<file path="src/rtl/snake_score_ctrl_pkg.sv">
// Shared types and constants for the snake score controller: state encoding, BCD widths
// and the saturating 2-digit BCD increment shared by the counter and the high-score compare.
package snake_score_ctrl_pkg;

    typedef enum logic [1:0] {
        ST_IDLE = 2'd0,
        ST_PLAY = 2'd1,
        ST_OVER = 2'd2
    } state_t;

    localparam int          BCD_W     = 4;
    localparam logic [7:0]  SCORE_MAX = 8'h99;

    function automatic logic [7:0] bcd2_inc(input logic [7:0] v);
        logic [7:0] r;
        if (v == SCORE_MAX) begin
            r = v;
        end else if (v[3:0] == 4'd9) begin
            r = {v[7:4] + 4'd1, 4'd0};
        end else begin
            r = {v[7:4], v[3:0] + 4'd1};
        end
        return r;
    endfunction

endpackage

</file>
<file path="src/rtl/bcd2_counter.sv">
// Two-digit BCD counter that saturates at 99; clear has priority over increment.
module bcd2_counter
    import snake_score_ctrl_pkg::*;
(
    input  logic             clk,
    input  logic             rst_n,
    input  logic             clr,
    input  logic             inc,
    output logic [BCD_W-1:0] d1,
    output logic [BCD_W-1:0] d0
);

    always_ff @(posedge clk or negedge rst_n) begin
        if (!rst_n) begin
            d1 <= '0;
            d0 <= '0;
        end else if (clr) begin
            d1 <= '0;
            d0 <= '0;
        end else if (inc) begin
            {d1, d0} <= bcd2_inc({d1, d0});
        end
    end

endmodule

</file>
<file path="src/rtl/snake_score_ctrl.sv">
// Game-state and score keeper for the snake game: play/over sequencing, BCD score,
// session high score and a post-game hold window during which restart is locked out.
//
//  state   | meaning
//  --------+------------------------------------------------------------
//  ST_IDLE | after reset, waiting for first start rise
//  ST_PLAY | game running, eat increments score, crash ends the game
//  ST_OVER | game ended, score frozen, restart allowed once hold expires
module snake_score_ctrl
    import snake_score_ctrl_pkg::*;
#(
    parameter int HOLD_CYCLES = 50_000_000,
    parameter int HOLD_W      = 26
) (
    input  logic             clk,
    input  logic             rst_n,
    input  logic             start,
    input  logic             eat,
    input  logic             crash,
    output logic [BCD_W-1:0] score1,
    output logic [BCD_W-1:0] score0,
    output logic [BCD_W-1:0] high1,
    output logic [BCD_W-1:0] high0,
    output logic             g_over,
    output logic             playing,
    output logic             new_high
);

    localparam logic [HOLD_W-1:0] HOLD_LOAD = HOLD_W'(HOLD_CYCLES - 1);
    localparam logic [HOLD_W-1:0] HOLD_ONE  = HOLD_W'(1);

    state_t            state;
    logic              start_q;
    logic [HOLD_W-1:0] hold_cnt;
    logic              start_rise;
    logic              hold_done;
    logic              score_clr;
    logic              score_inc;
    logic [7:0]        score_final;

    assign start_rise = start & ~start_q;
    assign hold_done  = (hold_cnt == '0);
    assign score_clr  = start_rise &&
                        ((state == ST_IDLE) || ((state == ST_OVER) && hold_done));
    assign score_inc  = (state == ST_PLAY) && eat;

    // A same-cycle eat lands in the counter at this edge, so the high-score
    // compare must see the already-incremented value.
    assign score_final = eat ? bcd2_inc({score1, score0}) : {score1, score0};

    bcd2_counter u_score (
        .clk   (clk),
        .rst_n (rst_n),
        .clr   (score_clr),
        .inc   (score_inc),
        .d1    (score1),
        .d0    (score0)
    );

    always_ff @(posedge clk or negedge rst_n) begin
        if (!rst_n) begin
            state    <= ST_IDLE;
            start_q  <= 1'b0;
            hold_cnt <= '0;
            high1    <= '0;
            high0    <= '0;
            new_high <= 1'b0;
        end else begin
            start_q  <= start;
            new_high <= 1'b0;
            case (state)
                ST_IDLE: begin
                    if (start_rise) state <= ST_PLAY;
                end
                ST_PLAY: begin
                    if (crash) begin
                        state    <= ST_OVER;
                        hold_cnt <= HOLD_LOAD;
                        if (score_final > {high1, high0}) begin
                            {high1, high0} <= score_final;
                            new_high       <= 1'b1;
                        end
                    end
                end
                ST_OVER: begin
                    if (!hold_done) begin
                        hold_cnt <= hold_cnt - HOLD_ONE;
                    end else if (start_rise) begin
                        state <= ST_PLAY;
                    end
                end
                default: state <= ST_IDLE;
            endcase
        end
    end

    assign playing = (state == ST_PLAY);
    assign g_over  = (state == ST_OVER);

endmodule

</file>
<file path="config.mk">
export PLATFORM = sky130hd
export DESIGN_NAME = snake_score_ctrl
export DESIGN_NICKNAME = d
export VERILOG_FILES = /design/src/rtl/snake_score_ctrl_pkg.sv /design/src/rtl/bcd2_counter.sv /design/src/rtl/snake_score_ctrl.sv
export SDC_FILE = /design/constraint.sdc
export NUM_CORES = 1
export LEC_CHECK = 0
export ABC_AREA = 0
export BUFFER_PORTS_ARGS = -buffer_cell sky130_fd_sc_hd__buf_4
export CAP_MARGIN = 20
export CORE_MARGIN = 3
export CORE_UTILIZATION = 59
export CTS_CLUSTER_SIZE = 14
export DETAILED_ROUTE_END_ITERATION = 7
export MAX_ROUTING_LAYER = met4
export PLACE_DENSITY_LB_ADDON = 0.05
export SLEW_MARGIN = 30
export SYNTH_ARGS = -nofsm -noshare
export SYNTH_HDL_FRONTEND = slang
export SYNTH_SLANG_ARGS = --single-unit
</file>
<file path="constraint.sdc">
create_clock -name clk -period 3.3 [get_ports clk]
set_input_delay 0.66 -clock clk [delete_from_list [all_inputs] [get_ports clk]]
set_output_delay 0.66 -clock clk [all_outputs]
set_load 0.01 [all_outputs]
</file>
Yosys cells after proc, flatten, opt, wreduce, memory -nomap -nowiden
Cells that the tools add are included.
{"block": "op_classes", "addsub": 3, "magnitude_cmp": 1, "eq_ne": 7, "n_mux": 17, "bitwise": 2, "n_reduce_logical": 11}
{"op": "two-way mux 26 bit", "n": 2}
{"op": "case mux 26 bit (2 select lines)", "n": 1}
{"op": "zero test 26 bit", "n": 1}
{"op": "subtractor 26 x 1 -> 26 bit, second input constant", "n": 1}
{"op": "two-way mux 8 bit", "n": 3}
{"op": "two-way mux 4 bit", "n": 4}
{"op": "adder 4 x 1 -> 4 bit, second input constant", "n": 2}
{"op": "== test 8 bit, second input constant", "n": 1}
{"op": "> comparator 8 bit", "n": 1}
{"op": "two-way mux 2 bit", "n": 3}
{"op": "case mux 2 bit (3 select lines)", "n": 1}
{"op": "AND reduction 3 bit", "n": 2}
{"op": "== test 4 bit, second input constant", "n": 1}
{"op": "!= test 2 bit, second input constant", "n": 2}
{"op": "nonzero test 2 bit", "n": 2}
{"op": "logical AND 1 bit", "n": 3}
{"op": "two-way mux 1 bit", "n": 3}
{"op": "== test 2 x 1 -> 1 bit, second input constant", "n": 1}
{"op": "== test 2 bit, second input constant", "n": 1}
{"op": "zero test 2 bit", "n": 1}
{"op": "!= test 2 x 1 -> 1 bit, second input constant", "n": 1}
{"op": "AND reduction 2 bit", "n": 1}
{"op": "bitwise AND 1 bit", "n": 1}
{"op": "logical OR 1 bit", "n": 1}
{"op": "NOT 1 bit", "n": 1}
{"block": "totals", "reg_bits": 46, "input_bits": 5, "output_inout_bits": 19}

Depth between registers and ports, before layout
Gate-level depths: netlist of the first run.
{"block": "depth", "depth_word": 8, "ltp_mapped": 13}

By module
Synthesis of the first run repeated with hierarchy kept, for this count alone.
{"block": "unflattened", "hier_cells": 295, "hier_area_um2": 2844.0}
{"module": "snake_score_ctrl", "instances": 1, "cells_each": 244, "area_per_inst_um2": 2332.2, "seq_area_each_um2": 950.9}
{"module": "bcd2_counter", "instances": 1, "cells_each": 51, "area_per_inst_um2": 511.7, "seq_area_each_um2": 200.2}

Worst setup path before layout of the first run
OpenSTA, ideal clock, no wires.
{"block": "synth_timing", "path_type": "register -> register", "startpoint": "register u_score.d0[0]", "endpoint": "register high0[1]", "setup_time_ns": 0.125, "t_arrival_ns": 2.932, "required_time_ns": 3.175, "setup_slack_ns": 0.244, "stages_incl_launch_ff": 12, "cell_sequence": "dfrtp_1 > ha_1 > and3b_1 > clkbuf_1 > a21boi_0 > o21ai_0 > o31ai_1 > ha_1 > a21oi_1 > o21ai_0 > a32oi_1 > mux2_2"}
{"block": "synth_via", "elab_chain_len": 6, "word_cells_on_any_way": 8}
{"element": "start, declared", "line_no": "bcd2_counter.sv:10", "source": "output logic [BCD_W-1:0] d0"}
{"element": "start signal, assigned", "line_no": "bcd2_counter.sv:21", "source": "{d1, d0} <= bcd2_inc({d1, d0});"}
{"element": "adder 4 x 1 -> 4 bit or == test 4 bit (tied branches)", "line_no": "snake_score_ctrl_pkg.sv:21, snake_score_ctrl_pkg.sv:18"}
{"element": "two-way mux 8 bit"}
{"element": "two-way mux 8 bit (*)"}
{"element": "two-way mux 8 bit (*)", "line_no": "snake_score_ctrl.sv:49", "source": "assign score_final = eat ? bcd2_inc({score1, score0}) : {score1, score0};"}
{"element": "via score_final[3]", "line_no": "snake_score_ctrl.sv:39", "source": "logic [7:0] score_final;"}
{"element": "> comparator 8 bit (*)", "line_no": "snake_score_ctrl.sv:79", "source": "if (score_final > {high1, high0}) begin"}
{"element": "AND reduction 3 bit (no line) (*)"}
{"element": "end signal, assigned", "line_no": "snake_score_ctrl.sv:80", "source": "{high1, high0} <= score_final;"}
{"element": "end, declared", "line_no": "snake_score_ctrl.sv:23", "source": "output logic [BCD_W-1:0] high0,"}
The timed path passes the listed nets; every way through them passes the cells marked *.
A chain may end at the register's enable or synchronous reset.

Worst setup path after layout of the first run
{"block": "layout_timing", "startpoint": "register u_score.d0[0]", "endpoint": "register high1[0]"}
{"block": "layout_via", "elab_chain_len": 6, "word_cells_on_any_way": 8}
{"element": "adder 4 x 1 -> 4 bit or == test 4 bit (tied branches)", "line_no": "snake_score_ctrl_pkg.sv:21, snake_score_ctrl_pkg.sv:18"}
{"element": "two-way mux 8 bit"}
{"element": "two-way mux 8 bit (*)"}
{"element": "two-way mux 8 bit (*)", "line_no": "snake_score_ctrl.sv:49"}
{"element": "via score_final[3]", "line_no": "snake_score_ctrl.sv:39"}
{"element": "> comparator 8 bit (*)", "line_no": "snake_score_ctrl.sv:79"}
{"element": "AND reduction 3 bit (no line) (*)"}
{"element": "end signal, assigned", "line_no": "snake_score_ctrl.sv:80"}
{"element": "end, declared", "line_no": "snake_score_ctrl.sv:22", "source": "output logic [BCD_W-1:0] high1,"}
Marks and branches as above.

==> results of run 1 <==
[layer usage]
layer	part of all wire	up-vias
li1	-	1051
met1	0.44	1013
met2	0.50	61
met3	0.051	10
met4	0.015	0
met5	0	-
[layout make-up]
cell class	instances	area, um2	area share
inverter	19	71.32	0.02393
clock buffer	7	76.32	0.02561
sequential	46	1151	0.3862
clock inverter	1	30.03	0.01008
tap	50	62.56	0.02099
multi-input combinational	208	1386	0.4652
timing repair buffer	27	202.7	0.06801
[cells by family after synthesis]
logic type | count (synthesis) | share of synthesized area
multiplexers | 20 | 0.08029
adder cells (fa/ha/maj) | 13 | 0.06176
XOR/XNOR | 10 | 0.03326
flip-flops | 46 | 0.4371
AND/OR/NAND/NOR | 117 | 0.2399
buffers and inverters | 26 | 0.03706
AO/OA/AOI/OAI | 48 | 0.1107
[flip-flops by register name, indices dropped and copies added, names as in the netlist]
register and cells:
high0 4, high1 4, hold_cnt 26, new_high 1, start_q 1, state 2
u_score.d0 4, u_score.d1 4
[synthesized netlist by cell type (2+ instances only)]
master,n
and2_1,2
nand3_1,14
dfrtp_1,46
a211oi_1,3
and3_1,3
mux2_2,9
a21oi_1,18
nand2_1,36
o21ai_0,16
o41ai_1,2
or3_1,2
nor3_1,8
or4_4,3
nor2_1,19
a31oi_1,2
mux2i_1,11
or4_1,3
ha_1,13
nor4_1,9
nor2b_1,2
xnor2_1,9
and3b_1,2
clkbuf_1,7
inv_1,19
nand3b_1,3
[path summary, 6_finish.rpt]
check | start | endpoint | slack (ns) | depth (start not counted)
setup reg to reg | u_score.d0[0]$_DFFE_PN0P_ | high1[0]$_DFFE_PN0P_ | 0.42 | 12
hold reg to reg | hold_cnt[9]$_DFFE_PN0P_ | hold_cnt[9]$_DFFE_PN0P_ | 0.49 | 1
max in group asynchronous | rst_n | hold_cnt[0]$_DFFE_PN0P_ | 2.57 | 1
min in group clk | start | start_q$_DFF_PN0_ | 0.47 | 1
setup / recovery | u_score.d0[0]$_DFFE_PN0P_ | high1[0]$_DFFE_PN0P_ | 0.42 | 12
hold / removal | rst_n | high0[1]$_DFFE_PN0P_ | 0.35 | 1
[what timing repair did]
item / CTS / global route
hold buffers: 0 / 0
endpoints found under the setup margin: 0 / 7
resized for setup: 0 / 1
endpoints found under the hold margin: 0 / 0
buffers inserted: 0 / 0
[power breakdown]
part           internal, W  switching (W)  total [W]
combinational     0.000188       0.000235   0.000423
sequential        0.000642       0.000102   0.000743
clock             0.000227       0.000186   0.000413
total              0.00106       0.000523    0.00158
[metrics by stage]
stage                     worst slack, ns  instance area (um2)  hold WS [ns]  instances
after floorplan                    0.2438                 2634        0.3644        280
after global placement             0.5109                 2873        0.4689        350
after detailed placement           0.3310                 2873        0.4826        350
after CTS                          0.3068                 2979        0.3704        358
after global routing              0.09611                 2980        0.3853        358
final                              0.4227                 2980        0.3467        358
==> flow_metrics.py, run 1 <==
metrics = {
    "sta": {
        "post-route-period-util": 0.8719,
        "fmax_mhz": 347.6,
        "setup-tns-final_ns": 0,
        "setup_viol": 0,
        "worst_pin_slew_ns": 0.7192,
        "hold_violations": 0,
        "fin_skew_ns": 0.006925,
        "min_period_ns": 2.877,
        "rsz0062_at_grt": "no",
        "slew_headroom": 0.5138,
        "slew_viol_final": 0,
    },
    "setup_path": {
        "worstPathRequired_ns": 3.49,
        "critPathCaptureType": "register",
        "crit_type": "register to register",
        "startpoint_type": "register",
        "cp_max_fo": 10,
        "critPathMaxStageDelay_ns": 0.50,
        "critical_path_arrival_ns": 3.06,
        "cp_top_family": "compound AO/OA/AOI/OAI gates",
        "crit_path_cell_trace": "ha_1 -> and3b_2 -> a21boi_0 -> o21ai_0 -> o31ai_1 -> ha_1 -> nand2_1 -> nor2_1 -> nor2_1 -> a32oi_1 -> buf_4 -> mux2_2",
        "critPathSlowestCell": "dfrtp_1",
        "path_buf_inv": 1,
    },
    "power": {
        "ir_drop_v": 0.0003125,
        "powerDensity_mw_per_mm2": 529.8,
        "p_leak_nw": 1.343,
        "total_power_w": 0.001579,
    },
    "final_layout": {
        "fin_nets": 325,
        "final_common_cell": "dfrtp_1",
        "nFillCells": 318,
        "antennaDiodeCount": 0,
        "areaGrowthSynthToFinish_pct": 13.16,
        "final_util": 0.7192,
        "mostFrequentLayoutCells": "46 x dfrtp_1, 36 x nand2_1, 27 x buf_4",
        "drive_gt1_frac": 0.1818,
    },
    "floorplan": {
        "die_w_um": 72.82,
        "start_util": 0.6356,
        "coreArea_mm2": 0.004144,
        "fp-row-count": 23,
        "dieHeight_um": 72.82,
        "die_area_mm2": 0.005302,
        "io-pin-count": 24,
    },
    "logic_synthesis": {
        "syn_area_mm2": 0.002634,
        "ys_seq_area_frac": 0.4371,
        "syn_nets": 298,
        "synth_seq_cells": 46,
        "synth_cell_types": 44,
        "synth_cells": 280,
        "yosys-top-cells-area": "dfrtp_1 44%, ha_1 6.2%, nand2_1 5.1%",
        "async_flop_share": 1.000,
        "synth_top_area_share": 0.4371,
        "synth_edf_count": 0,
        "syn_area_per_cell_um2": 9.406,
        "yosysTopAreaCell": "dfrtp_1",
        "synth_ff_type": "dfrtp_1",
        "yosys_warnings": 0,
    },
    "clock_tree": {
        "cts_tree": "built",
        "clock_latency_ns": 0.30,
        "h-tree-depth": 2,
        "cts.sinks": 46,
        "cts_buffer_depth": 2,
        "root_buffer": "clkbuf_8",
        "cts_buffers": 5,
        "path_clk_slew_ns": 0.09,
    },
    "routing": {
        "antenna_left": 0,
        "firstDrtPassIters": 4,
        "drc": 0,
        "vias_per_cell": 5.964,
        "drt-total-wl_mm": 5.174,
        "drt_iter0_drc": 117,
        "vias": 2135,
        "wl_per_cell_um": 14.45,
    },
    "grt": {
        "grt_overflow": 0,
        "gr-usage-met3": 0.03581,
        "use_met2": 0.3637,
        "track_usage": 0.2176,
        "top_usage_layer": "met2",
        "grt_pass1_vias": 2048,
        "grt_pass1_wl_mm": 8.887,
        "antenna_found_initial": 0,
        "grt_max_degree": 47,
        "grt_util_met1": 0.2643,
    },
    "placed_design": {
        "io_buffers": 23,
        "hpwl_mm": 3.760,
        "gp_congestion": 0.9689,
    },
    "hold_path": {
        "min_path_type": "input port to async pin",
    },
    "run_status": {
        "status": "finished, final reports clean",
    },
    "job": {
        "maxCapViolCount": 0,
    },
}
Note: power is estimated with default switching activity, not from simulation.
==> run 2: changes to the inputs <==
ABC_AREA = 1   (was 0)
CORE_UTILIZATION = 63   (was 59)
CTS_BUF_LIST = sky130_fd_sc_hd__clkbuf_8   (was default)
SLEW_MARGIN = default   (was 30)
==> flow_metrics.py, run 2 <==
metrics = {
    "final_layout": {
        "areaGrowthSynthToFinish_pct": 10.12,
        "antennaDiodeCount": 0,
        "drive_gt1_frac": 0.1093,
        "largest_register": "hold_cnt",
        "seqCellArea_mm2": 0.001151,
        "fin_area_mm2": 0.003460,
        "mostFrequentLayoutCells": "158 x nand2_1, 63 x nand3_1, 57 x nor2_1",
        "fin_nets": 502,
        "nFillCells": 420,
        "final_common_cell": "nand2_1",
        "largest_reg_flops": 26,
        "multi_input_area_mm2": 0.001759,
    },
    "setup_path": {
        "cp_max_fo": 11,
        "startpoint_type": "register",
        "critPathCaptureType": "register",
        "critical_path_arrival_ns": 3.01,
        "crit_type": "register to register",
        "worstPathRequired_ns": 3.55,
    },
    "sta": {
        "hold_violations": 0,
        "slew_headroom": 0.5224,
        "rsz0062_at_grt": "no",
        "post-route-period-util": 0.8376,
        "setup_viol": 0,
        "fmax_mhz": 361.8,
        "slew_viol_final": 0,
        "setup-tns-final_ns": 0,
        "worst_pin_slew_ns": 0.7147,
        "fin_skew_ns": 0.01063,
        "min_period_ns": 2.764,
    },
    "routing": {
        "wl_per_cell_um": 13.55,
        "antenna_left": 0,
        "drt-total-wl_mm": 7.482,
        "vias": 2991,
        "firstDrtPassIters": 4,
        "drc": 0,
        "vias_per_cell": 5.418,
        "drt_iter0_drc": 183,
    },
    "floorplan": {
        "coreArea_mm2": 0.004786,
        "io-pin-count": 24,
        "fp-row-count": 25,
        "dieHeight_um": 76.62,
        "start_util": 0.6565,
        "die_area_mm2": 0.005871,
        "die_w_um": 76.62,
    },
    "logic_synthesis": {
        "synthMostInstantiatedCell": "nand2_1",
        "synth_seq_cells": 46,
        "yosysTopAreaCell": "dfrtp_1",
        "ys_seq_area_frac": 0.3664,
        "syn_area_per_cell_um2": 6.786,
        "synth_cell_types": 36,
        "synth_top_area_share": 0.3664,
        "syn_nets": 481,
        "synth_edf_count": 0,
        "yosys-top-cells-area": "dfrtp_1 37%, nand2_1 19%, nand3_1 10%",
        "synth_cells": 463,
        "syn_area_mm2": 0.003142,
        "synthTopCellsByCount": "158 x nand2_1, 63 x nand3_1, 57 x nor2_1, 46 x dfrtp_1, 35 x inv_1",
        "async_flop_share": 1.000,
        "synth_ff_type": "dfrtp_1",
        "yosys_warnings": 0,
    },
    "power": {
        "powerDensity_mw_per_mm2": 652.7,
        "ir_drop_v": 0.0004983,
        "p_leak_nw": 1.787,
    },
    "clock_tree": {
        "clock_latency_ns": 0.30,
        "path_clk_slew_ns": 0.10,
        "postCtsResizedCells": 0,
        "cts_tree": "built",
        "cts.sinks": 46,
        "cts.hold.buffers_added": 0,
        "cts_setup_buffers": 0,
        "cts_buffer_depth": 2,
        "cts_buffers": 5,
        "h-tree-depth": 2,
        "root_buffer": "clkbuf_8",
    },
    "placed_design": {
        "place_area_mm2": 0.003347,
        "hpwl_mm": 5.439,
        "gp_congestion": 0.8949,
        "io_buffers": 23,
    },
    "run_status": {
        "status": "finished, final reports clean",
    },
    "grt": {
        "grt_pass1_vias": 2929,
        "grt_overflow": 0,
        "grt_max_degree": 47,
        "track_usage": 0.2822,
        "grt_pass1_wl_mm": 13.20,
        "antenna_found_initial": 0,
    },
    "job": {
        "maxCapViolCount": 0,
    },
    "hold_path": {
        "min_path_type": "input port to async pin",
    },
}
[run 2: cell types whose count changed after synthesis, moves of 8 or more]
cell | before | now
nor4_1 | 9 | 0
nand2_1 | 36 | 158
nor3_1 | 8 | 0
nand3_1 | 14 | 63
nor2_1 | 19 | 57
inv_1 | 19 | 35
nand4_1 | 1 | 9
mux2i_1 | 11 | 1
mux2_2 | 9 | 0
[run 2: critical path, stage by stage, from the launching register on]
cell      delay, ns
dfrtp_1        0.51
ha_1           0.20
nand3_1        0.15
inv_2          0.16
nand2_1        0.07
nand2_1        0.06
nand3b_1       0.13
o21ai_1        0.25
ha_1           0.29
nand2_1        0.10
nor2_1         0.07
a21oi_1        0.12
nand2_1        0.26
inv_2          0.20
nand2_1        0.07
nand2_1        0.07
[run 2: path summary, 6_finish.rpt]
| path | from | end | slack, ns | depth (start not counted) |
|---|---|---|---|---|
| max | u_score.d0[0]$_DFFE_PN0P_ | high1[2]$_DFFE_PN0P_ | 0.54 | 15 |
| min | rst_n | high0[1]$_DFFE_PN0P_ | 0.34 | 1 |
| max reg2reg | u_score.d0[0]$_DFFE_PN0P_ | high1[2]$_DFFE_PN0P_ | 0.54 | 15 |
| min reg2reg | high1[0]$_DFFE_PN0P_ | high1[0]$_DFFE_PN0P_ | 0.52 | 2 |
| max in group asynchronous | rst_n | hold_cnt[13]$_DFFE_PN0P_ | 2.54 | 1 |
| min in group clk | start | start_q$_DFF_PN0_ | 0.47 | 1 |
[run 2: stage by stage]
step / utilization / power (W) / hold WS (ns) / setup slack, ns / cells
after CTS: 0.7229 / 0.002259 / 0.3676 / 0.5506 / 552
after global routing: 0.7229 / 0.002472 / 0.3738 / 0.1770 / 552
after floorplan: - / 0.001578 / 0.3644 / 0.8997 / 463
final: 0.7229 / 0.002258 / 0.3412 / 0.5359 / 552
after detailed placement: 0.6993 / 0.001821 / 0.4925 / 0.5656 / 544
after global placement: 0.6993 / 0.001777 / 0.4891 / 0.5881 / 544
[run 2: area by class of cell]
class / count / area share
Sequential cell: 46 / 0.3327
Tap cell: 67 / 0.02423
Multi-Input combinational cell: 363 / 0.5085
Inverter: 42 / 0.04557
Clock buffer: 5 / 0.01989
Clock inverter: 3 / 0.01266
Timing Repair Buffer: 26 / 0.05642
[run 2: power breakdown]
group	leakage [nW]	internal, W	switching [W]	total [W]
registers	0.581	0.000729	0.000225	0.000954
logic	1.15	0.000340	0.000530	0.000870
clock network	0.0585	0.000227	0.000207	0.000435
total	1.79	0.00130	0.000962	0.00226
[run 2: logic make-up after synthesis]
| group | after synthesis | share of synthesized area |
|---|---|---|
| mux | 1 | 0.003186 |
| compound gates | 39 | 0.07009 |
| xor+xnor | 4 | 0.01115 |
| buf+inv | 54 | 0.07368 |
| flops | 46 | 0.3664 |
| simple gates | 306 | 0.4237 |
| fa+ha+maj | 13 | 0.05177 |
[run 2: metal layers]
metal  share of wire  GRT usage  vias to the layer above
met2            0.52     0.4772                       61
met3           0.035    0.04137                        8
met1            0.43     0.3453                     1386
met5               0          -                        -
li1                -          -                     1536
met4           0.011    0.09964                        0
==> run 3: changes to the inputs <==
clock period = 2.7 ns   (was 3.3 ns; I/O delays follow)
==> flow_metrics.py, run 3 (same netlist as run 2, synthesis figures left out) <==
metrics = {
    "run_status": {
        "status": "finished, final reports clean",
    },
    "sta": {
        "hold_violations": 0,
        "holdWs_ns": 0.2302,
        "rsz0062_at_grt": "no",
        "post-route-period-util": 0.9145,
        "worst_pin_slew_ns": 0.6981,
        "slew_headroom": 0.5329,
        "min_period_ns": 2.469,
        "fin_skew_ns": 0.008308,
        "slew_viol_final": 0,
        "setup_viol": 0,
        "setup-tns-final_ns": 0,
        "fmax_mhz": 405.0,
    },
    "grt": {
        "track_usage": 0.2658,
        "grt_pass1_vias": 2708,
        "grt_max_degree": 47,
        "grt_pass1_wl_mm": 12.31,
        "antenna_found_initial": 0,
        "grt_overflow": 0,
    },
    "floorplan": {
        "die_w_um": 76.62,
        "start_util": 0.6565,
        "die_area_mm2": 0.005871,
        "io-pin-count": 24,
        "fp-row-count": 25,
        "dieHeight_um": 76.62,
        "coreArea_mm2": 0.004786,
    },
    "routing": {
        "drt-total-wl_mm": 7.291,
        "vias": 3067,
        "antenna_left": 0,
        "drc": 0,
        "firstDrtPassIters": 5,
        "drt_iter0_drc": 158,
        "vias_per_cell": 5.477,
        "wl_per_cell_um": 13.02,
    },
    "placed_design": {
        "gp_congestion": 0.9241,
        "io_buffers": 23,
        "hpwl_mm": 5.335,
    },
    "power": {
        "ir_drop_v": 0.0006509,
        "p_leak_nw": 1.809,
        "powerDensity_mw_per_mm2": 765.7,
    },
    "clock_tree": {
        "cts.sinks": 46,
        "cts_buffer_depth": 2,
        "cts_buffers": 5,
        "h-tree-depth": 2,
        "root_buffer": "clkbuf_8",
        "clock_latency_ns": 0.30,
        "cts_tree": "built",
        "path_clk_slew_ns": 0.09,
    },
    "final_layout": {
        "fin_nets": 510,
        "mostFrequentLayoutCells": "157 x nand2_1, 63 x nand3_1, 56 x nor2_1",
        "drive_gt1_frac": 0.1318,
        "final_util": 0.7333,
        "antennaDiodeCount": 0,
        "areaGrowthSynthToFinish_pct": 11.71,
        "largest_reg_flops": 26,
        "final_common_cell": "nand2_1",
        "largest_register": "hold_cnt",
    },
    "setup_path": {
        "worstPathRequired_ns": 2.91,
        "critPathCaptureType": "register",
        "cp_max_fo": 8,
        "critical_path_arrival_ns": 2.67,
        "ff2ff_setup_slack_ns": 0.23,
        "crit_type": "register to register",
        "startpoint_type": "register",
    },
    "job": {
        "maxCapViolCount": 0,
    },
    "hold_path": {
        "min_path_type": "input port to async pin",
    },
}
==> run 3: cell types whose count changed in the layout (fill, tap and decap cells not counted), sizes merged <==
cell / delta
bufinv: -1
buf: +8
clkinv: -1
clkinvlp: +2
==> run 3: critical path: stages (launching register included) <==
cell and delay, ns:
dfrtp_2 0.41, inv_1 0.09, ha_1 0.18, nand3_1 0.17, nor2_2 0.06, nand2_1 0.05
o21ai_0 0.10, a21boi_1 0.22, inv_1 0.07, ha_1 0.30, a21oi_1 0.07, o21ai_0 0.13
nand2_1 0.06, nand2_1 0.07, nand2_2 0.11, buf_4 0.18, nand2_1 0.05, nand2_1 0.05
==> run 3: what timing repair did <==
action,in CTS,in global routing
resized for setup,0,4
hold buffers,0,0
setup endpoints to repair,0,9
setup buffers,0,0
hold endpoints to repair,0,0
==> run 3: power by group <==
group	leakage (nW)	total, W	switching [W]	internal [W]
sequential	0.580	0.00114	0.000251	0.000891
clock	0.0408	0.000443	0.000257	0.000185
combinational	1.19	0.00110	0.000668	0.000434
total	1.81	0.00269	0.00118	0.00151
==> run 3: layout make-up <==
cell class,count,area [um2]
Inverter,42,157.7
Clock buffer,5,68.82
Multi-Input combinational cell,363,1768
Tap cell,67,83.83
Fill cell,398,1276
Clock inverter,3,23.77
Sequential cell,46,1152
Timing Repair Buffer,34,255.2
==> run 3: layer usage <==
layer,track usage,part of all wire,wire [um],vias to the layer above
li1,-,-,-,1549
met1,0.3224,0.46,3348,1410
met2,0.4552,0.48,3496,93
met3,0.04137,0.042,306,15
met4,0.08514,0.019,140,0
met5,-,0,0,-
==> run 3: metrics by stage <==
| step | cells | worst slack (ns) | power [W] | instance area (um2) |
|---|---|---|---|---|
| after detailed placement | 552 | 0.1557 | 0.002227 | 3407 |
| final | 560 | 0.2308 | 0.002687 | 3510 |
| after floorplan | 463 | 0.2997 | 0.001929 | 3142 |
| after CTS | 560 | 0.1482 | 0.002675 | 3500 |
| after global routing | 560 | 0.003955 | 0.002930 | 3510 |
| after global placement | 552 | 0.1158 | 0.002196 | 3407 |
==> run 3: path summary, 6_finish.rpt <==
check                                     startpoint                        end  cells past startpoint
max                        u_score.d1[1]$_DFFE_PN0P_       high1[1]$_DFFE_PN0P_                     17
max in group asynchronous                      rst_n  u_score.d1[1]$_DFFE_PN0P_                      1
min reg2reg                     high1[3]$_DFFE_PN0P_       high1[3]$_DFFE_PN0P_                      2
min                                            rst_n       high1[0]$_DFFE_PN0P_                      1
max reg2reg                u_score.d1[1]$_DFFE_PN0P_       high1[1]$_DFFE_PN0P_                     17
min in group clk                               start          start_q$_DFF_PN0_                      1
